--- config.mk ---
export PLATFORM = sky130hd
export DESIGN_NAME = alu_cmd_sequencer
export DESIGN_NICKNAME = d
export VERILOG_FILES = /design/src/rtl/alu_cmd_sequencer.sv
export SDC_FILE = /design/constraint.sdc
export NUM_CORES = 1
export LEC_CHECK = 0
export CAP_MARGIN = 20
export CORE_UTILIZATION = 33
export DETAILED_ROUTE_END_ITERATION = 7
export SETUP_SLACK_MARGIN = 0.05
export SLEW_MARGIN = 10
export SYNTH_ARGS = -nofsm -noshare
export SYNTH_HDL_FRONTEND = slang
export SYNTH_SLANG_ARGS = --single-unit
--- constraint.sdc ---
create_clock -name clk -period 7.58 [get_ports clk]
set_clock_uncertainty 0.1 [all_clocks]
set_input_delay 1.516 -clock clk [delete_from_list [all_inputs] [get_ports clk]]
set_output_delay 1.516 -clock clk [all_outputs]
set_load 0.01 [all_outputs]
--- src/rtl/alu_cmd_sequencer.sv ---
// alu_cmd_sequencer: buffers ALU commands in a FIFO, issues them one at a time to the
// accumulator ALU, and returns each captured result through a valid/ready port.
module alu_cmd_sequencer #(
    parameter int DEPTH  = 4,
    parameter int DATA_W = 16,
    parameter int ACC_W  = 32
) (
    input  logic                     clk,
    input  logic                     reset,
    input  logic                     cmd_valid,
    output logic                     cmd_ready,
    input  logic [3:0]               cmd_op,
    input  logic [DATA_W-1:0]        cmd_a,
    input  logic [DATA_W-1:0]        cmd_b,
    input  logic [1:0]               cmd_src_b,
    input  logic [ACC_W-1:0]         acc_val,
    output logic [DATA_W-1:0]        alu_A,
    output logic [DATA_W-1:0]        alu_B,
    output logic [1:0]               alu_muxA,
    output logic [3:0]               alu_muxB,
    output logic [3:0]               alu_op,
    output logic                     rsp_valid,
    input  logic                     rsp_ready,
    output logic [ACC_W-1:0]         rsp_data,
    output logic                     rsp_err,
    output logic [$clog2(DEPTH):0]   fifo_count
);
    localparam int AW = $clog2(DEPTH);
    localparam int CW = AW + 1;

    typedef enum logic [1:0] {IDLE, ISSUE, CAPTURE, RESP} state_t;
    state_t state, state_n;

    logic [3:0]        q_op  [DEPTH];
    logic [DATA_W-1:0] q_a   [DEPTH];
    logic [DATA_W-1:0] q_b   [DEPTH];
    logic [1:0]        q_src [DEPTH];
    logic [AW-1:0]     wr_ptr, rd_ptr;
    logic [CW-1:0]     count;
    logic [3:0]        cur_op;
    logic [DATA_W-1:0] cur_a, cur_b, b_sel;
    logic [1:0]        cur_src;
    logic              sticky_err, err_pred, push, pop, issue;

    assign cmd_ready  = count < CW'(DEPTH);
    assign fifo_count = count;
    assign push       = cmd_valid && cmd_ready;
    assign pop        = state_n == ISSUE;
    assign rsp_valid  = state == RESP;

    // Source 3 is reserved and behaves like source 0 (cmd_b).
    assign b_sel    = cur_src == 2'd1 ? acc_val[DATA_W-1:0] : cur_src == 2'd2 ? '0 : cur_b;
    assign err_pred = (cur_op == 4'd1 && b_sel > cur_a) || (cur_op == 4'd3 && b_sel == '0);

    always_comb begin
        state_n = state;
        unique case (state)
            IDLE:    if (count != '0) state_n = ISSUE;
            ISSUE:   state_n = CAPTURE;
            CAPTURE: state_n = RESP;
            RESP:    if (rsp_ready) state_n = (count != '0) ? ISSUE : IDLE;
        endcase
    end

    // Reset is visible on the ALU drive immediately so the accumulator clears alongside us.
    always_comb begin
        issue    = reset && state == ISSUE;
        alu_op   = !reset ? 4'd14 : issue ? cur_op : 4'd13;
        alu_muxA = issue ? 2'b10 : 2'b01;
        alu_muxB = !issue ? 4'b0001 : cur_src == 2'd1 ? 4'b0010 : cur_src == 2'd2 ? 4'b1000 : 4'b0100;
        alu_A    = issue ? cur_a : '0;
        alu_B    = (issue && (cur_src == 2'd0 || cur_src == 2'd3)) ? cur_b : '0;
    end

    always_ff @(posedge clk) begin
        if (!reset) begin
            state      <= IDLE;
            wr_ptr     <= '0;
            rd_ptr     <= '0;
            count      <= '0;
            sticky_err <= 1'b0;
            rsp_data   <= '0;
            rsp_err    <= 1'b0;
        end else begin
            state  <= state_n;
            count  <= count + CW'(push) - CW'(pop);
            if (push) wr_ptr <= wr_ptr + AW'(1);
            if (pop) rd_ptr <= rd_ptr + AW'(1);
            if (state == ISSUE) sticky_err <= (cur_op == 4'd14) ? 1'b0 : (sticky_err | err_pred);
            if (state == CAPTURE) begin
                rsp_data <= (cur_op == 4'd14) ? '0 : acc_val;
                rsp_err  <= sticky_err;
            end
        end
    end

    always_ff @(posedge clk) begin
        if (push) begin
            q_op[wr_ptr]  <= cmd_op;
            q_a[wr_ptr]   <= cmd_a;
            q_b[wr_ptr]   <= cmd_b;
            q_src[wr_ptr] <= cmd_src_b;
        end
        if (pop) begin
            cur_op  <= q_op[rd_ptr];
            cur_a   <= q_a[rd_ptr];
            cur_b   <= q_b[rd_ptr];
            cur_src <= q_src[rd_ptr];
        end
    end
endmodule

==> impl_results.md <==
* Outcome: finished clean
* Synthesized netlist net count at ~690
* Starting utilization of the core area at about a third
* Leading cell type in the layout, fill and taps excluded: sky130_fd_sc_hd__edfxtp_1
* Part of the total power dissipated in sequential elements at a little over two fifths
* Antenna violations before repair at 0
* Number of H-tree levels at 1
* Mean post-synth cell area at about 16 µm²
* CP startpoint kind: input pin
* Fraction of power spent switching nets at around 30%
* Arrival @ worst endpoint at ~3.6 ns
* Top-area cell type share of the netlist area at approximately three fifths
* Number of design rule violations left after detail routing at 0
* Post-Syn Area at approximately 0.0095 mm²
* Net count of the finished layout at between 800 and 900
* Register area share after synthesis at 69.48%
* Slew of the pin with the lowest slew margin at around 0.7 ns
* Detail-routed net length per standard cell at between 15 and 20 µm
* Final hold slack at about 0.43 ns
* Count of distinct cell types in the synthesized netlist at 51
* Total Die Area at a little under 0.03 mm²
* CP required at between 5 and 6 ns
* Max Transition Viols Final at 0
* Number of CTS-inserted buffers at 24
* Worst min-delay path category: register to register
* Cts repair resizes at 0
* Unrepaired setup endpoints after global routing: false
* Ys async rst share at 0%
* Largest stage delay on the critical path at between 0.5 and 0.6 ns
* Drt total wl at ~22,000 µm
* Cell with the largest stage delay on the worst path: sky130_fd_sc_hd__clkdlybuf4s50_1
* Placer congestion estimate at slightly below 0.8
* Crit share post-route at 69.16%
* Pwr Density at 348.1 mW/mm²
* Largest area contributor in the synthesized netlist: sky130_fd_sc_hd__edfxtp_1
* Primary flip-flop cell chosen by synthesis mapping: sky130_fd_sc_hd__edfxtp_1
* Floorplan Core Area at between 0.02 and 0.03 mm²
* Antenna cell count at 0
* Most common cell type on the critical path: sky130_fd_sc_hd__clkdlybuf4s50_1
* Total buffers and inverters traversed by the critical path at 3
* Min-delay src: rsp_data[20]
* Achievable Freq at roughly 190 MHz
* Filler cells at between 2,000 and 3,000
* Worst setup slack before clock tree synthesis at 2.314 ns
* Clk slew on worst S/H paths at around 0.06 ns
* Number of placed I/O pins at 154
* CTS Sinks at roughly 230
* Number of enable-type register cells in the synthesized netlist at 190
* Chip width at around 170 µm
* GRT overflow at 0
* Wire length of the first global-routing pass at ~32,000 µm
* Via count of the first global-routing pass at around 5,400
* Total number of vias at roughly 5,300
* Worst VDD drop at 0.0001444 V
* Cell at the root of the clock tree: sky130_fd_sc_hd__clkbuf_16
* Power share of the clock group at about 30%
* Number of detailed-route iterations in the first pass at 4
* Area growth from synthesis to final layout at 29.23%
* Leakage at 4.130 nW
* CTS Hold Bufs at 0
* Relative slew margins at 54.18%
* Number of hold violations in the final report at 0
* Placement row count at 61
* Total of buffers placed on input and output ports at 153
* Min setup slack post-route at 2.337 ns
* Comb pwr share at about 28%
* Final critical-path required period at between 5 and 6 ns
* Commonest cells after routing, fill and taps aside: sky130_fd_sc_hd__edfxtp_1, sky130_fd_sc_hd__clkdlybuf4s50_1, sky130_fd_sc_hd__dfxtp_1
* Number of DRC markers in iteration 0 at 460
* Largest net degree at the start of global routing at 52
* Setup crit start: reset
* Setup Total Neg Slack at 0 ns
* Synthesized instance count at approximately 590
* Clk Latency, worst-skew pair at between 0.5 and 0.6 ns
* Post-detailed-route count of antenna-violating nets at 0
* Synth warnings at 0
* Reported max-cap violation count at 0
* Synthesis-stage register bit count at roughly 230
* Net Switching at between 1 and 1.5 mW
* Type of the worst setup path: input pin to output pin
* Cell class contributing the biggest share of worst-path delay: buffers and inverters
* Internal portion of total power at roughly 3.0 mW
* Via density per instance at 4.656
* FF-to-FF Start: state[1]
* Final setup violating endpoints at 0
* DP HPWL at about 15,000 µm
* Max Fanout on Critical Path at just over 50
* Share of final-layout standard cells stronger than drive strength 1 at about an eighth
* Chip height at between 150 and 200 µm
* Ranking of synthesized cells by area: sky130_fd_sc_hd__edfxtp_1, sky130_fd_sc_hd__dfxtp_1, sky130_fd_sc_hd__mux4_2
* # Post-CTS Setup Buffers at 0
* Clock tree from TritonCTS: done
* Critical path, cell by cell: clkdlybuf4s50_1 > buf_4 > and3_1 > and2_1 > clkdlybuf4s50_1
* GRT Util Overall at 14.94%
* Crit path capture type: output pin
* Maximum root-to-sink buffer count at 3
[cell families after synthesis]
| family | count (synthesis) | synth area share [%] |
|---|---|---|
| flip-flops | 233 | 69.48 |
| AND/OR/NAND/NOR | 154 | 9.202 |
| AO/OA/AOI/OAI | 71 | 5.111 |
| buffers and inverters | 60 | 3.058 |
| multiplexers | 39 | 9.162 |
| adder cells (fa/ha/maj) | 26 | 3.522 |
| XOR/XNOR | 5 | 0.4635 |
[layer usage]
| metal | part of all wire (%) | global-route usage, % | up-vias |
|---|---|---|---|
| met4 | 1.7 | 3.261 | 0 |
| met1 | 42 | 18.52 | 2588 |
| met5 | 0 | 0 | - |
| met2 | 50 | 26.67 | 153 |
| met3 | 6.5 | 3.129 | 32 |
| li1 | - | - | 2544 |
[cell type report]
cell class | instances | area [µm²] | share of cell area [%]
repair buffers | 164 | 1614 | 13.22
clock buffers | 26 | 629.4 | 5.153
well taps | 378 | 473.0 | 3.873
inverters | 28 | 105.1 | 0.8606
multi-input cells | 295 | 2608 | 21.35
flip-flops and latches | 233 | 6568 | 53.78
clock inverters | 18 | 216.5 | 1.772
[registers in the layout, summed over array words and instances, names as in the netlist]
signal	count
cur_a	16
q_a	64
q_op	16
cur_op	4
cur_src	2
sticky_err	1
rd_ptr	2
q_src	8
rsp_data	32
q_b	64
wr_ptr	2
rsp_err	1
state	2
cur_b	16
fifo_count	3
[path summary, 6_finish.rpt]
kind | end | slack (ns) | depth (start not counted)
worst max-delay path | alu_B[13] | 2.34 | 5
worst max register to register | fifo_count[2] | 4.73 | 11
worst min-delay path | rsp_data[20] | 0.43 | 2
worst min register to register | rsp_data[20] | 0.43 | 2
[worst min-delay path: cells and delay by family, from the launching register on]
family | cells | cell delay (ns)
AO/OA/AOI/OAI | 1 | 0.08
flip-flops | 1 | 0.32
AND/OR/NAND/NOR | 1 | 0.09
[Yosys cell counts, types with 2 or more instances]
cell,instances
sky130_fd_sc_hd__nor3_1,3
sky130_fd_sc_hd__nand4_1,4
sky130_fd_sc_hd__and3_1,4
sky130_fd_sc_hd__a21oi_1,9
sky130_fd_sc_hd__and2_1,24
sky130_fd_sc_hd__a22oi_1,32
sky130_fd_sc_hd__nand3_1,4
sky130_fd_sc_hd__o211ai_1,2
sky130_fd_sc_hd__xnor2_1,3
sky130_fd_sc_hd__o21ai_0,14
sky130_fd_sc_hd__a21boi_0,2
sky130_fd_sc_hd__nand2b_1,17
sky130_fd_sc_hd__buf_2,6
sky130_fd_sc_hd__buf_4,7
sky130_fd_sc_hd__nor4_1,6
sky130_fd_sc_hd__ha_1,25
sky130_fd_sc_hd__clkbuf_1,14
sky130_fd_sc_hd__xor2_1,2
sky130_fd_sc_hd__buf_6,4
sky130_fd_sc_hd__edfxtp_1,190
sky130_fd_sc_hd__o21ai_1,2
sky130_fd_sc_hd__nor2_1,20
sky130_fd_sc_hd__or2_1,2
sky130_fd_sc_hd__nor2b_1,38
sky130_fd_sc_hd__dfxtp_1,43
sky130_fd_sc_hd__and2_2,2
sky130_fd_sc_hd__nand2_1,22
sky130_fd_sc_hd__inv_1,27
sky130_fd_sc_hd__mux4_2,38
[stage by stage]
step	util [%]	power, mW	instances	instance area, µm²
floorplan	-	2.571	588	9450
global placement	40.58	3.054	1098	11370
CTS	43.60	4.319	1142	12210
global route	43.60	4.498	1142	12210
detailed placement	40.58	3.068	1098	11370
finish	43.60	4.252	1142	12210
[power by group through the flow]
stage               Sequential [mW]  Combinational (mW)  Clock (mW)
detailed placement             1.87                1.20           0
global placement               1.86                1.19           0
CTS                            1.84                1.21        1.27
global route                   1.86                1.31        1.33
finish                         1.83                1.18        1.24
floorplan                      1.80               0.771           0
Power figures use the tool's default switching activity.
==> patch 1: new RTL, same settings <==
The 4 states of `state_t` get a one-hot encoding in 4 bits.
--- a/src/rtl/alu_cmd_sequencer.sv
+++ b/src/rtl/alu_cmd_sequencer.sv
@@ -28,7 +28,7 @@
     localparam int AW = $clog2(DEPTH);
     localparam int CW = AW + 1;
 
-    typedef enum logic [1:0] {IDLE, ISSUE, CAPTURE, RESP} state_t;
+    typedef enum logic [3:0] {IDLE = 4'b0001, ISSUE = 4'b0010, CAPTURE = 4'b0100, RESP = 4'b1000} state_t;
     state_t state, state_n;
 
     logic [3:0]        q_op  [DEPTH];
Behaviour: no difference found for any inputs over 4 cycles, from zero or initial values and one cycle with reset low; so few cycles prove little.
==> patch 1 against the original RTL <==
Routed wire length up 5.9%. Clock power rose by 11%. Power grew 2.0%. Sequential cell count is 2 higher. Fmax rose by 5.4%. Setup slack improved by 0.27 ns. Synthesized area up 1.9%. Cell area grew 2.6%. Final cell count rose by 4.6%. Combinational power shrank 4%. Critical path type unchanged. Critical endpoint is now alu_B[3].
==> patch 1: results (changes against the original RTL) <==
[cells_and_area]
multi_input_area_share_pct = 21.8  ; +0.45 points
drive_above_1_share_pct = 13.0  ; -0.37 points
multi_input_cells = 332  ; +13%
antenna_cells = 1  ; +1
clock_buffer_count = 29  ; +12%
clock_tree_area_fraction_pct = 7.71  ; +0.78 points

[global_route]
use_met3_pct = 3.36  ; +0.23 points
globalRouteMet2Util_pct = 24.9  ; -1.8 points
antenna_found_initial = 2  ; +2
grt_usage_pct = 15.4  ; +0.43 points
grt_pass1_wl_microns = 34700  ; +7.3%

[worst_setup_path]
r2r_end = sticky_err$_SDFFE_PN0N_
critPathMaxFanout = 38  ; -25%

[timing]
tightest_slew_ns = 0.973  ; +0.288 ns
hold_ws_ns = 0.347  ; -0.0826 ns

[routing]
drtIter0Drc = 341  ; -26%
route.met3.wl_microns = 1600  ; +12%

[power_and_ir_drop]
power_mw = 4.34  ; +2.0%
power_switching_mw = 1.30  ; +2.7%
leakage_nw = 4.25  ; +2.9%

[placement]
gp_congestion = 0.740  ; -6.1%
dp_hpwl_microns = 15000  ; +3.2%
pre_cts_slack_ns = 2.58  ; +0.263 ns

[logic_synthesis]
ys_top_cells_by_area = edfxtp_1 59%, dfxtp_1 9.4%, mux4_2 8.9%
seq_area_frac_synth_pct = 68.6  ; -0.90 points

[status]
status = completed

[clock_network]
cts_buffers = 26  ; +8.3%

-- patch 1: changes by cell type after synthesis, moves of 8 or more --
| cell | delta |
|---|---|
| nor2b_1 | -33 |
| a21boi_1 | +26 |
| nand2_1 | +32 |
| a22oi_1 | -32 |
| nand3_1 | +32 |
| a21boi_0 | +8 |
| o21ai_0 | +8 |
-- patch 1: critical path: stages --
cell and delay [ns]:
buf_2 0.21, buf_4 0.39, and3_1 0.49, and2_1 0.20
clkdlybuf4s50_1 0.53
-- patch 1: cell families (layout without fill, tap and decap cells) --
family / count (synthesis) / count (layout) / share of synthesized area (%)
DFF: 235 / 235 / 68.6
and+or+nand+nor: 186 / 186 / 10.2
AOI/OAI and AO/OA: 77 / 77 / 5.33
buffers and inverters: 67 / 242 / 3.13
muxes: 38 / 38 / 8.88
adders and majority gates: 26 / 26 / 3.46
xor gates and xnor gates: 5 / 5 / 0.455
other: 0 / 1 / 0
==> patch 2: new RTL, same flow settings <==
Without the edit above. `DEPTH`: 4 -> 16.
--- a/src/rtl/alu_cmd_sequencer.sv
+++ b/src/rtl/alu_cmd_sequencer.sv
@@ -1,7 +1,7 @@
 // alu_cmd_sequencer: buffers ALU commands in a FIFO, issues them one at a time to the
 // accumulator ALU, and returns each captured result through a valid/ready port.
 module alu_cmd_sequencer #(
-    parameter int DEPTH  = 4,
+    parameter int DEPTH  = 16,
     parameter int DATA_W = 16,
     parameter int ACC_W  = 32
 ) (
Ports: changed (resized fifo_count); port bits go from 154 to 156. The function was not compared with the original's and may differ.
==> patch 2 against the original RTL <==
Power rose to 2.5 times the old value. Routed wire length rose to 2.8 times the old value. Critical endpoint is now alu_B[1]. Setup slack got worse by 0.25 ns. Sequential cell count rose by 462. Synthesized area rose to 2.9 times the old value. Cell area rose to 2.6 times the old value.
==> patch 2: results (changes against the original RTL) <==
[status]
status = completed

[placement]
dp_hpwl_microns = 35100  ; +140%
io_buffers = 155  ; +1.3%
place_inst = 2497  ; +130%
gp_congestion = 0.821  ; +4.1%

[cells_and_area]
reg.largest.list = q_a: 256 flops, q_b: 256 flops, q_op: 64 flops
drive_above_1_share_pct = 22.1  ; +8.8 points
nets = 1605  ; +90%

[clock_network]
worstSkewPairLatency_ns = 0.60  ; +0.09 ns
htree_levels = 3  ; +2

[routing]
route.met3.wl_microns = 3840  ; +170%
met1_length_microns = 26600  ; +190%
top_layer = met5
wl_met2_microns = 29400  ; +170%
routedWlPerCell_microns = 23.3  ; +22%

[global_route]
antenna_found_initial = 8  ; +8
grt_usage_pct = 14.6  ; -0.34 points
grt_pass1_wl_microns = 89100  ; +180%
grt_max_degree = 71  ; +37%

[floorplanning]
design.core.area_sq_um = 81800  ; +190%

[logic_synthesis]
synth_commonest_cells = 646 x edfxtp_1, 190 x mux4_2, 57 x nand2_1
ys_top_cells_by_area = edfxtp_1 71%, mux4_2 16%, dfxtp_1 3.6%
synth-edff-count = 646  ; +240%
synthDistinctLibCells = 40  ; -22%

[worst_setup_path]
reg2regPathDepth = 15  ; +4
cp.arrival_ns = 3.88  ; +0.25 ns
critPathMaxFanout = 56  ; +9.8%

[power_and_ir_drop]
leakage_nw = 10.1  ; +140%
swShare_pct = 27.4  ; -2.4 points

## patch 2: changes by cell type after synthesis, moves of 7 or more
cell / unedited run / this run
edfxtp_1: 190 / 646
mux4_2: 38 / 190
nand2_1: 22 / 57
a21boi_0: 2 / 34
a22oi_1: 32 / 0
nand3_1: 4 / 35
nor2b_1: 38 / 8
clkbuf_1: 14 / 40
and2_1: 24 / 42
buf_1: 1 / 8
buf_2: 6 / 13
o21ai_0: 14 / 21
## patch 2: stage by stage
stage               area (sq um)  hold slack, ns  worst slack [ns]
CTS                        32300           0.367              2.08
floorplan                  27300           0.349              2.48
finish                     32300           0.367              2.09
global placement           30000           0.349              2.11
global route               32300           0.387              1.95
detailed placement         30000           0.358              2.07
## patch 2: kinds of logic after synthesis
group	count (synthesis)	share of synthesized area (%)
flip-flops	695	74.8
AND/OR/NAND/NOR	213	4.07
multiplexers	191	15.7
buffers and inverters	101	1.86
AO/OA/AOI/OAI	76	1.81
adder cells (fa/ha/maj)	31	1.45
XOR/XNOR	9	0.289
## patch 2: final timing paths
kind	start	to	slack, ns
setup / recovery	reset	alu_B[1]	2.09
hold / removal	rsp_data[30]$_SDFFE_PN0P_	rsp_data[30]$_SDFFE_PN0P_	0.37
setup reg to reg	fifo_count[2]$_SDFF_PN0_	fifo_count[4]$_SDFF_PN0_	4.23
hold reg to reg	rsp_data[30]$_SDFFE_PN0P_	rsp_data[30]$_SDFFE_PN0P_	0.37
## patch 2: power groups by stage
stage,Sequential [mW],Clock (mW),Combinational [mW]
final,4.74,3.47,2.47
after global routing,4.77,3.68,2.69
after CTS,4.80,3.54,2.45
after detailed placement,4.88,0,2.44
after global placement,4.88,0,2.39
after floorplan,4.70,0,1.73
## patch 2: layer usage
layer  GRT usage [%]  vias up
li1                -     5723
met1            19.7     6930
met2            23.7      395
met3            2.80       98
met4            4.84        8
met5               0        -
## patch 2: worst max-delay path, cell delays in order
cell             delay (ns)
clkdlybuf4s50_1        0.46
buf_4                  0.42
and3_1                 0.68
and2_1                 0.24
clkdlybuf4s50_1        0.54
## patch 2: final cells by class
type	count	area, sq um	area share (%)
antenna	1	2.50	0.00774
clock buffer	83	1860	5.76
clock inverter	43	444	1.37
inverter	30	113	0.348
multi-input combinational	520	6390	19.8
sequential	695	20400	63.0
tap	1070	1340	4.14
timing repair buffer	183	1800	5.57
